<file path="src/rtl/column_scorer_if.sv">
`default_nettype none
// ============================================================================
// Module   : column_scorer_if
// Brief    : Cell-side bus of one note column: run/key/lights/points in,
//            conditioned key, top position, score and combo out.
// Revision : 1.0 - initial release
// ============================================================================
interface column_scorer_if #(
  parameter int SCORE_W = 10,
  parameter int COMBO_W = 6
);
  logic                      run;
  logic                      KEY_RAW;
  logic [4:0]                LIGHTS;
  logic [19:0]               PTS;
  logic                      KEY;
  logic [2:0]                TOP_POS;
  logic signed [SCORE_W-1:0] score;
  logic [COMBO_W-1:0]        combo;
  logic [COMBO_W-1:0]        best_combo;

  modport master (
    output run, KEY_RAW, LIGHTS, PTS,
    input  KEY, TOP_POS, score, combo, best_combo
  );

  modport slave (
    input  run, KEY_RAW, LIGHTS, PTS,
    output KEY, TOP_POS, score, combo, best_combo
  );
endinterface
`default_nettype wire

</file>
<file path="src/rtl/column_scorer.sv">
`default_nettype none
// ============================================================================
// Module   : column_scorer
// Brief    : Key conditioning, top-light encode, saturating score and combo
//            tracking for one note column of five light cells.
// Revision : 1.0 - initial release
// ============================================================================
module column_scorer #(
  parameter int SCORE_W = 10,
  parameter int COMBO_W = 6
) (
  input wire logic        clk,
  input wire logic        rst_n,
  column_scorer_if.slave  bus
);

  localparam logic signed [SCORE_W-1:0] c_SCORE_MAX = {1'b0, {(SCORE_W-1){1'b1}}};
  localparam logic signed [SCORE_W-1:0] c_SCORE_MIN = {1'b1, {(SCORE_W-1){1'b0}}};
  localparam logic [COMBO_W-1:0]        c_COMBO_MAX = {COMBO_W{1'b1}};

  logic                      r_s1;
  logic                      r_s2;
  logic                      r_s3;
  logic                      r_key;
  logic [2:0]                r_top_pos;
  logic signed [SCORE_W-1:0] r_score;
  logic [COMBO_W-1:0]        r_combo;
  logic [COMBO_W-1:0]        r_best;

  logic signed [6:0]         w_nib [5];
  logic signed [6:0]         w_sum;
  logic signed [SCORE_W:0]   w_sum_ext;
  logic signed [SCORE_W:0]   w_acc;
  logic signed [SCORE_W-1:0] w_score_next;
  logic [COMBO_W-1:0]        w_combo_next;
  logic [2:0]                w_top_pos;
  logic                      w_sum_pos;
  logic                      w_sum_neg;

  // Sign-extend each cell's 4-bit point nibble to the 7-bit sum width.
  for (genvar gi = 0; gi < 5; gi++) begin : g_nib
    assign w_nib[gi] = {{3{bus.PTS[4*gi+3]}}, bus.PTS[4*gi +: 4]};
  end

  always_comb begin
    w_sum = '0;
    for (int i = 0; i < 5; i++) begin
      w_sum = w_sum + w_nib[i];
    end
  end

  assign w_sum_neg = w_sum[6];
  assign w_sum_pos = ~w_sum[6] & (|w_sum);
  assign w_sum_ext = {{(SCORE_W-6){w_sum[6]}}, w_sum};
  assign w_acc     = {r_score[SCORE_W-1], r_score} + w_sum_ext;

  // Overflow shows up as the two top bits of the widened sum disagreeing.
  always_comb begin
    w_score_next = w_acc[SCORE_W-1:0];
    if (w_acc[SCORE_W] != w_acc[SCORE_W-1]) begin
      w_score_next = w_acc[SCORE_W] ? c_SCORE_MIN : c_SCORE_MAX;
    end
  end

  always_comb begin
    w_combo_next = r_combo;
    if (w_sum_pos) begin
      if (r_combo != c_COMBO_MAX) begin
        w_combo_next = r_combo + 1'b1;
      end
    end else if (w_sum_neg) begin
      w_combo_next = '0;
    end
  end

  // Evaluated high-to-low so the lowest lit index wins.
  always_comb begin
    w_top_pos = 3'd0;
    if (bus.LIGHTS[4]) w_top_pos = 3'd5;
    if (bus.LIGHTS[3]) w_top_pos = 3'd4;
    if (bus.LIGHTS[2]) w_top_pos = 3'd3;
    if (bus.LIGHTS[1]) w_top_pos = 3'd2;
    if (bus.LIGHTS[0]) w_top_pos = 3'd1;
  end

  always_ff @(posedge clk or negedge rst_n) begin
    if (!rst_n) begin
      r_s1      <= 1'b0;
      r_s2      <= 1'b0;
      r_s3      <= 1'b0;
      r_key     <= 1'b0;
      r_top_pos <= 3'd0;
      r_score   <= '0;
      r_combo   <= '0;
      r_best    <= '0;
    end else begin
      r_s1      <= bus.KEY_RAW;
      r_s2      <= r_s1;
      r_s3      <= r_s2;
      // s3 keeps tracking while stopped, so a rise during run=0 is consumed.
      r_key     <= bus.run & r_s2 & ~r_s3;
      r_top_pos <= w_top_pos;
      if (bus.run) begin
        r_score <= w_score_next;
        r_combo <= w_combo_next;
        if (w_combo_next > r_best) begin
          r_best <= w_combo_next;
        end
      end
    end
  end

  assign bus.KEY        = r_key;
  assign bus.TOP_POS    = r_top_pos;
  assign bus.score      = r_score;
  assign bus.combo      = r_combo;
  assign bus.best_combo = r_best;

endmodule
`default_nettype wire

</file>
<file path="src/flat_wrapper.sv">
// flat-port wrapper written by rule: the top's interface ports become plain ports
module column_scorer_flat 
#(
  parameter int SCORE_W = 10,
  parameter int COMBO_W = 6
)
  (clk, rst_n, bus_run, bus_KEY_RAW, bus_LIGHTS, bus_PTS, bus_KEY, bus_TOP_POS, bus_score, bus_combo, bus_best_combo);
  column_scorer_if #(.SCORE_W(SCORE_W), .COMBO_W(COMBO_W)) bus_i ();
  input wire logic clk;
  input wire logic rst_n;
  input wire logic [$bits(bus_i.run)-1:0] bus_run;
  input wire logic [$bits(bus_i.KEY_RAW)-1:0] bus_KEY_RAW;
  input wire logic [$bits(bus_i.LIGHTS)-1:0] bus_LIGHTS;
  input wire logic [$bits(bus_i.PTS)-1:0] bus_PTS;
  output wire logic [$bits(bus_i.KEY)-1:0] bus_KEY;
  output wire logic [$bits(bus_i.TOP_POS)-1:0] bus_TOP_POS;
  output wire logic [$bits(bus_i.score)-1:0] bus_score;
  output wire logic [$bits(bus_i.combo)-1:0] bus_combo;
  output wire logic [$bits(bus_i.best_combo)-1:0] bus_best_combo;
  assign bus_i.run = bus_run;
  assign bus_i.KEY_RAW = bus_KEY_RAW;
  assign bus_i.LIGHTS = bus_LIGHTS;
  assign bus_i.PTS = bus_PTS;
  assign bus_KEY = bus_i.KEY;
  assign bus_TOP_POS = bus_i.TOP_POS;
  assign bus_score = bus_i.score;
  assign bus_combo = bus_i.combo;
  assign bus_best_combo = bus_i.best_combo;
  column_scorer #(.SCORE_W(SCORE_W), .COMBO_W(COMBO_W)) u_core (.clk(clk), .rst_n(rst_n), .bus(bus_i));
endmodule
</file>
<file path="config.mk">
export PLATFORM = sky130hd
export DESIGN_NAME = column_scorer_flat
export DESIGN_NICKNAME = d
export VERILOG_FILES = /design/src/rtl/column_scorer_if.sv /design/src/rtl/column_scorer.sv /design/src/flat_wrapper.sv
export SDC_FILE = /design/constraint.sdc
export NUM_CORES = 1
export LEC_CHECK = 0
export CAP_MARGIN = 25
export CORE_MARGIN = 5
export CORE_UTILIZATION = 52
export DETAILED_ROUTE_END_ITERATION = 6
export MAX_ROUTING_LAYER = met4
export PLACE_DENSITY_LB_ADDON = 0.08
export SLEW_MARGIN = 25
export SYNTH_ARGS = -nofsm -noshare
export SYNTH_HDL_FRONTEND = slang
export SYNTH_SLANG_ARGS = --single-unit
</file>
<file path="constraint.sdc">
create_clock -name clk -period 4.2 [get_ports clk]
set_input_delay 0.63 -clock clk [delete_from_list [all_inputs] [get_ports clk]]
set_output_delay 0.63 -clock clk [all_outputs]
set_load 0.02 [all_outputs]
</file>
==> impl_results.md, run 1 <==
- CP max stage cell: fa_1
- Max Freq: 178 MHz
- Area grow syn2layout: 62.5%
- Critical R2R Capture: u_core.bus.best_combo[5]$_DFFE_PN0P_
- Worst min path class: primary input to async pin
- Avg Vias per Cell: 5.99
- Max Slew Vio Count: 0
- Core area: 0.00479 mm^2
- Die area: 0.00649 mm^2
- Fin nets: 474
- Post-synth design cell area: 0.00259 mm^2
- Routed len/inst: 18.1 um
- Wire length on met1: 3250 um
- Yosys top cell area share: 28.0%
- GPL Wtd Cong: 0.925
- GRT Util Overall: 26.3%
- DP HPWL: 5050 um
- Inserted Clock Buffers: 5
- CP top delay family: adder cells
- Crit share post-route: 134%
- Slowest stage delay, CP: 0.53 ns
- Final setup viols: 22
- I/O Buffers: 54
- RSZ-0062 raised after global routing: true
- Clock tree sinks: 29
- FFs w/ async S/R, synth: 100%
- #FFs+latches synth: 29
- Largest net degree at the start of global routing: 25
- Hold_buf cts: 0
- Post-layout minimum cycle time: 5.62 ns
- Worst Path Buf+Inv: 9
- DIE HEIGHT: 80.5 um
- R2R cell count: 13
- WP data required: 4.40 ns
- Fillcell total: 257
- Global-route wire length before repair: 12900 um
- Worst setup SP type: primary input
- Clk pin slew, worst setup/hold paths: 0.07 ns
- Outcome: complete, but fails checks
- DRT Pass-1 Iters: 5
- Mapped Avg Cell Area: 9.18 um^2
- Cell variety after synth: 50
- Rows: 25
- Clock Latency Late Sink: 0.29 ns
- Worst R2R Setup Slack: 0.82 ns
- Post-synth EDFFs: 0
- Crit Reg-Reg Startpoint: u_core.bus.combo[0]$_DFFE_PN0P_
- N_diodes: 0
- Crit-path max FO: 6
- Failing checks: setup timing
- Vias in the first global route: 2861
- Post-synth top flop: dfrtp_1
- 1st-iter DRT viols: 191
- Clock Skews: 0.00476 ns
- CTS tree: built
- Critical Path Sink Type: flip-flop
- Slew margin rel.: 42.8%
- Crit Path Category: primary input to flip-flop
- Fin worst setup slack: -1.42 ns
- Worst-path cell chain: buf_8 > inv_8 > fa_1 > inv_2 > ha_4 > inv_2 > fa_2 > inv_2 > fa_1 > inv_1 > fa_1 > inv_2 > or4_4 > a211o_4 > and3_4 > nor3_2 > ha_1 > buf_4 > a21o_1 > o221ai_4 > buf_6 > a21oi_4 > a221oi_2
- Deepest clock path buffer count: 2
- Multi-input gate area: 0.00205 mm^2
- Crit path top cell by count: inv_2
- Post-route ant nets: 0
- Detailed-route via count: 2838
- Cells after Synth: 282
- Yosys warning count: 0
- Routed WL: 8600 um
- Slew @ Worst Pin: 0.855 ns
- Synth area leaders: dfrtp_1 28%, ha_1 13%, fa_1 10%
- Worst slack at placement: -2.13 ns
- Final Hold Vio Count: 0
- # DRC: 0
- Share of cells above drive strength 1: 37.6%
- DR WL met3: 547 um
- Max Cap Viol: 0
- Starting Density: 54.1%
- Sequential-to-total area share from yosys stat: 28.0%
- Clock Tree Root: clkbuf_8
- IO Pins: 55
- Max Used Layer: met4
- H-tree level count: 2
- Synth Net Count: 350
- Total gr overflow: 0
- Antenna violations before repair: 0
- Synth area leader: dfrtp_1
- Die width: 80.5 um
- Met2 routed WL: 4470 um
- Reg area: 726 um^2
- CP arrival: 5.82 ns
- Crit path from: bus_PTS[9]
## worst reg2reg max path: cells and delay by family, from the launching register on
kind | cells | cell delay [ns]
AOI/OAI and AO/OA | 6 | 1.10
and+or+nand+nor | 3 | 0.78
adders and majority gates | 2 | 0.59
DFF | 1 | 0.46
buffers and inverters | 2 | 0.35
## cell usage after synthesis, drive strengths merged (3+ instances only)
cell / instances
nand2: 15
inv: 39
ha: 26
o221ai: 3
o21ai: 14
a31oi: 3
a21oi: 24
nor2: 11
a211oi: 3
xnor2: 3
nand3: 10
nor2b: 6
xor2: 7
o21bai: 5
clkbuf: 5
nor3: 5
o211ai: 4
a2111oi: 3
dfrtp: 29
fa: 13
a21o: 7
and3: 7
o22a: 9
## area by class of cell
class | instances | area share [%]
multi-input cells | 208 | 48.8
flip-flops and latches | 29 | 17.3
repair buffers | 123 | 25.5
clock inverters | 3 | 1.10
well taps | 67 | 1.99
clock buffers | 5 | 1.64
inverters | 39 | 3.78
## logic make-up (layout without fill, tap and decap cells)
| logic type | after synthesis | in the layout | share of synthesized area, % |
|---|---|---|---|
| compound gates | 94 | 95 | 26.1 |
| simple gates | 62 | 62 | 12.3 |
| buf+inv | 46 | 170 | 6.72 |
| fa+ha+maj | 39 | 39 | 22.6 |
| flops | 29 | 29 | 28.0 |
| xor+xnor | 10 | 10 | 3.39 |
| mux | 2 | 2 | 0.822 |
## stage by stage
stage	utilization [%]	area, um^2	setup TNS, ns	std cells	hold slack, ns
after floorplan	-	2720	-16.27	282	0.331
after global placement	76.0	3640	-33.04	443	0.333
after detailed placement	75.9	3630	-34.63	443	0.337
after CTS	85.4	4090	-19.91	470	0.332
after global routing	87.8	4200	-22.82	474	0.355
final	87.8	4200	-20.01	474	0.326
## worst max-delay path by stage
stage / end / cells past startpoint
CTS: u_core.bus.best_combo[5]$_DFFE_PN0P_ / 24
global route: u_core.bus.best_combo[2]$_DFFE_PN0P_ / 23
global placement: u_core.bus.best_combo[2]$_DFFE_PN0P_ / 23
finish: u_core.bus.best_combo[2]$_DFFE_PN0P_ / 23
floorplan: u_core.bus.best_combo[2]$_DFFE_PN0P_ / 24
detailed placement: u_core.bus.best_combo[2]$_DFFE_PN0P_ / 23
## per-layer routing
metal / global-route usage (%) / vias to the layer above
met1: 28.0 / 1366
met3: 4.37 / 46
met4: 12.2 / 0
li1: - / 1270
met2: 47.4 / 156
met5: - / -
## timing repair
action	in CTS	in global routing
cloned	1	0
pin swaps	38	31
resized for setup	69	36
setup endpoints to repair	22	22
buffers inserted	18	5
## state kept, by name, summed over array words and instances, names as in the netlist
name,flops
u_core.bus.TOP_POS,3
u_core.r_s1,1
u_core.bus.KEY,1
u_core.bus.combo,6
u_core.r_s3,1
u_core.r_s2,1
u_core.bus.score,10
u_core.bus.best_combo,6
## placed cells by master, fill, tap and decap left out, types with 11 or more instances in the layout
cell / count
a21oi_1: 13
buf_4: 59
clkdlybuf4s50_1: 41
dfrtp_1: 29
ha_1: 18
inv_1: 25
inv_2: 12
nand2_1: 13
nor2_1: 11
Power of run 1 is left out: the tool's default activity adds up to more than one toggle a clock period on the data nets, which glitch-free logic cannot reach.
==> run 2: changes to the inputs <==
--- a/config.mk
+++ b/config.mk
@@ -10,7 +10,7 @@
 export CORE_UTILIZATION = 52
 export DETAILED_ROUTE_END_ITERATION = 6
 export MAX_ROUTING_LAYER = met4
-export PLACE_DENSITY_LB_ADDON = 0.08
+export PLACE_DENSITY = 0.81
 export SLEW_MARGIN = 25
 export SYNTH_ARGS = -nofsm -noshare
 export SYNTH_HDL_FRONTEND = slang
==> impl_results.md, run 2 (synthesis gave the netlist of run 1 again) <==
- Grt peak-use layer: met2 (unchanged)
- Met1 usage: 30.9% (was 28.0%)
- Outcome: complete, but fails checks (unchanged)
- Area grow syn2layout: 73.7% (was 62.5%)
- Placed cell areas: 0.00363 mm^2 (about the same)
- DP HPWL: 5400 um (was 5050 um)
- Max Freq: 174 MHz (was 178 MHz)
- Layout Utilization: 93.9% (was 87.8%)
- Post-route insts no fill: 478 (was 474)
- H-tree level count: 2 (unchanged)
- Rows: 25 (unchanged)
- Worst setup SP type: primary input (unchanged)
- Crit share post-route: 137% (was 134%)
- Max Slew Vio Count: 0 (unchanged)
- Clk pin slew, worst setup/hold paths: 0.06 ns (was 0.07 ns)
- Die width: 80.5 um (unchanged)
- Starting Density: 54.1% (unchanged)
- Max Cap Viol: 0 (unchanged)
- Global-route wire length before repair: 13500 um (was 12900 um)
- GRT Util Overall: 27.4% (was 26.3%)
- Crit Path Category: primary input to flip-flop (unchanged)
- Final setup viols: 22 (unchanged)
- CP arrival: 5.92 ns (was 5.82 ns)
- Fin area: 0.00450 mm^2 (was 0.00420 mm^2)
- Crit-path max FO: 6 (unchanged)
- Avg Vias per Cell: 6.75 (was 5.99)
- Largest register FFs: 10 (unchanged)
- Post-Place Cells: 442 (was 443)
- 1st-iter DRT viols: 355 (was 191)
- RSZ-0062 raised after global routing: true (unchanged)
- Routed len/inst: 24.9 um (was 18.1 um)
- Vias in the first global route: 2938 (was 2861)
- Routed WL: 11900 um (was 8600 um)
- Antenna violations before repair: 0 (unchanged)
- Met3 Use GR: 4.04% (was 4.37%)
- Clock Skews: 0.00391 ns (was 0.00476 ns)
- # DRC: 15 (was 0)
- Core area: 0.00479 mm^2 (unchanged)
- Fin worst setup slack: -1.55 ns (was -1.42 ns)
- Clock Tree Root: clkbuf_8 (unchanged)
- Post-layout minimum cycle time: 5.75 ns (was 5.62 ns)
- DRT Pass-1 Iters: 7 (was 5)
- Share of cells above drive strength 1: 41.8% (was 37.6%)
- Hold_buf cts: 0 (unchanged)
- IO Pins: 55 (unchanged)
- Largest net degree at the start of global routing: 30 (was 25)
- Clock tree sinks: 29 (unchanged)
- Worst min path class: flip-flop to flip-flop (was primary input to async pin)
- Slew margin rel.: 57.7% (was 42.8%)
- GPL Wtd Cong: 0.902 (was 0.925)
- Worst slack at placement: -2.12 ns (was -2.13 ns)
- Met2 Use GR: 48.5% (was 47.4%)
- Total gr overflow: 0 (unchanged)
- N_diodes: 0 (unchanged)
- Critical Path Sink Type: flip-flop (unchanged)
- Die area: 0.00649 mm^2 (unchanged)
- Final Hold Vio Count: 0 (unchanged)
- Post-route ant nets: 0 (unchanged)
- Clock Latency Late Sink: 0.28 ns (was 0.29 ns)
- Detailed-route via count: 3228 (was 2838)
- DIE HEIGHT: 80.5 um (unchanged)
- Commonest non-fill, non-tap cells in the layout: 53 x buf_4, 41 x clkdlybuf4s50_1, 29 x dfrtp_1 (was 59 x buf_4, 41 x clkdlybuf4s50_1, 29 x dfrtp_1)
- I/O Buffers: 54 (unchanged)
- Fin nets: 479 (was 474)
- Inserted Clock Buffers: 5 (unchanged)
- WP data required: 4.37 ns (was 4.40 ns)
- Failing checks: DRC, setup timing (was setup timing)
- Slew @ Worst Pin: 0.633 ns (was 0.855 ns)
- CTS tree: built (unchanged)
- Most common cell after layout, fill and taps aside: buf_4 (unchanged)
- Deepest clock path buffer count: 2 (unchanged)
-- run 2: cell count changes in the layout (fill, tap and decap cells not counted), moves of 4 or more --
cell / before / now
buf_6: 10 / 19
ha_4: 8 / 12
buf_4: 59 / 53
ha_1: 18 / 13
nand2_1: 13 / 9
-- run 2: what timing repair did --
item	in CTS	in global routing
buffers inserted	13	16
endpoints found under the setup margin	22	22
pin swaps	37	36
gates cloned	3	0
resized for setup	93	60
-- run 2: layer usage --
| layer | up-vias | wire [um] | share of wire (%) |
|---|---|---|---|
| met2 | 274 | 5800 | 49 |
| li1 | 1283 | - | - |
| met1 | 1557 | 4110 | 35 |
| met5 | - | 0 | 0 |
| met4 | 0 | 915 | 7.7 |
| met3 | 114 | 1070 | 9.0 |
-- run 2: final timing paths --
kind,slack [ns],cells past startpoint,startpoint,endpoint
max in group asynchronous,3.16,2,rst_n,u_core.r_s1$_DFF_PN0_
setup / recovery,-1.55,22,bus_PTS[2],u_core.bus.best_combo[0]$_DFFE_PN0P_
hold / removal,0.38,0,u_core.r_s1$_DFF_PN0_,u_core.r_s2$_DFF_PN0_
min in group asynchronous,0.75,2,rst_n,u_core.bus.best_combo[5]$_DFFE_PN0P_
hold reg to reg,0.38,0,u_core.r_s1$_DFF_PN0_,u_core.r_s2$_DFF_PN0_
setup reg to reg,0.41,12,u_core.bus.combo[0]$_DFFE_PN0P_,u_core.bus.best_combo[0]$_DFFE_PN0P_
-- run 2: worst max-delay path: stages --
cell	delay, ns
clkdlybuf4s15_1	0.20
fa_1	0.54
inv_1	0.09
fa_1	0.47
xor2_1	0.26
fa_1	0.46
inv_1	0.12
ha_4	0.23
nor2b_1	0.14
o21a_1	0.19
or3_4	0.42
a211oi_4	0.29
buf_6	0.18
o21ai_2	0.06
a21oi_2	0.16
ha_1	0.28
nor2b_4	0.14
o21ai_2	0.16
a21oi_4	0.11
o221ai_4	0.35
nor3_2	0.08
a221o_1	0.33
-- run 2: final cells by class --
type,instances,area [um^2]
inverter,39,159
fill,147,290
sequential,29,726
timing repair buffer,127,1160
clock buffer,7,86.3
tap,67,83.8
multi-input combinational,209,2280
-- run 2: per-stage QoR --
| step | setup TNS [ns] | hold WS [ns] |
|---|---|---|
| after floorplan | -16.27 | 0.331 |
| after global placement | -33.44 | 0.340 |
| after detailed placement | -36.78 | 0.336 |
| after CTS | -16.88 | 0.358 |
| after global routing | -26.11 | 0.388 |
| final | -23.78 | 0.384 |
Power of run 2 is left out for the same reason.
==> run 3: changes to the inputs <==
--- a/config.mk
+++ b/config.mk
@@ -5,7 +5,7 @@
 export SDC_FILE = /design/constraint.sdc
 export NUM_CORES = 1
 export LEC_CHECK = 0
-export CAP_MARGIN = 25
+export CAP_MARGIN = 10
 export CORE_MARGIN = 5
 export CORE_UTILIZATION = 52
 export DETAILED_ROUTE_END_ITERATION = 6
==> results of run 3 <==
No change in the layout: final DEF, timing and power equal those of run 2.
Power of run 3 is left out for the same reason.
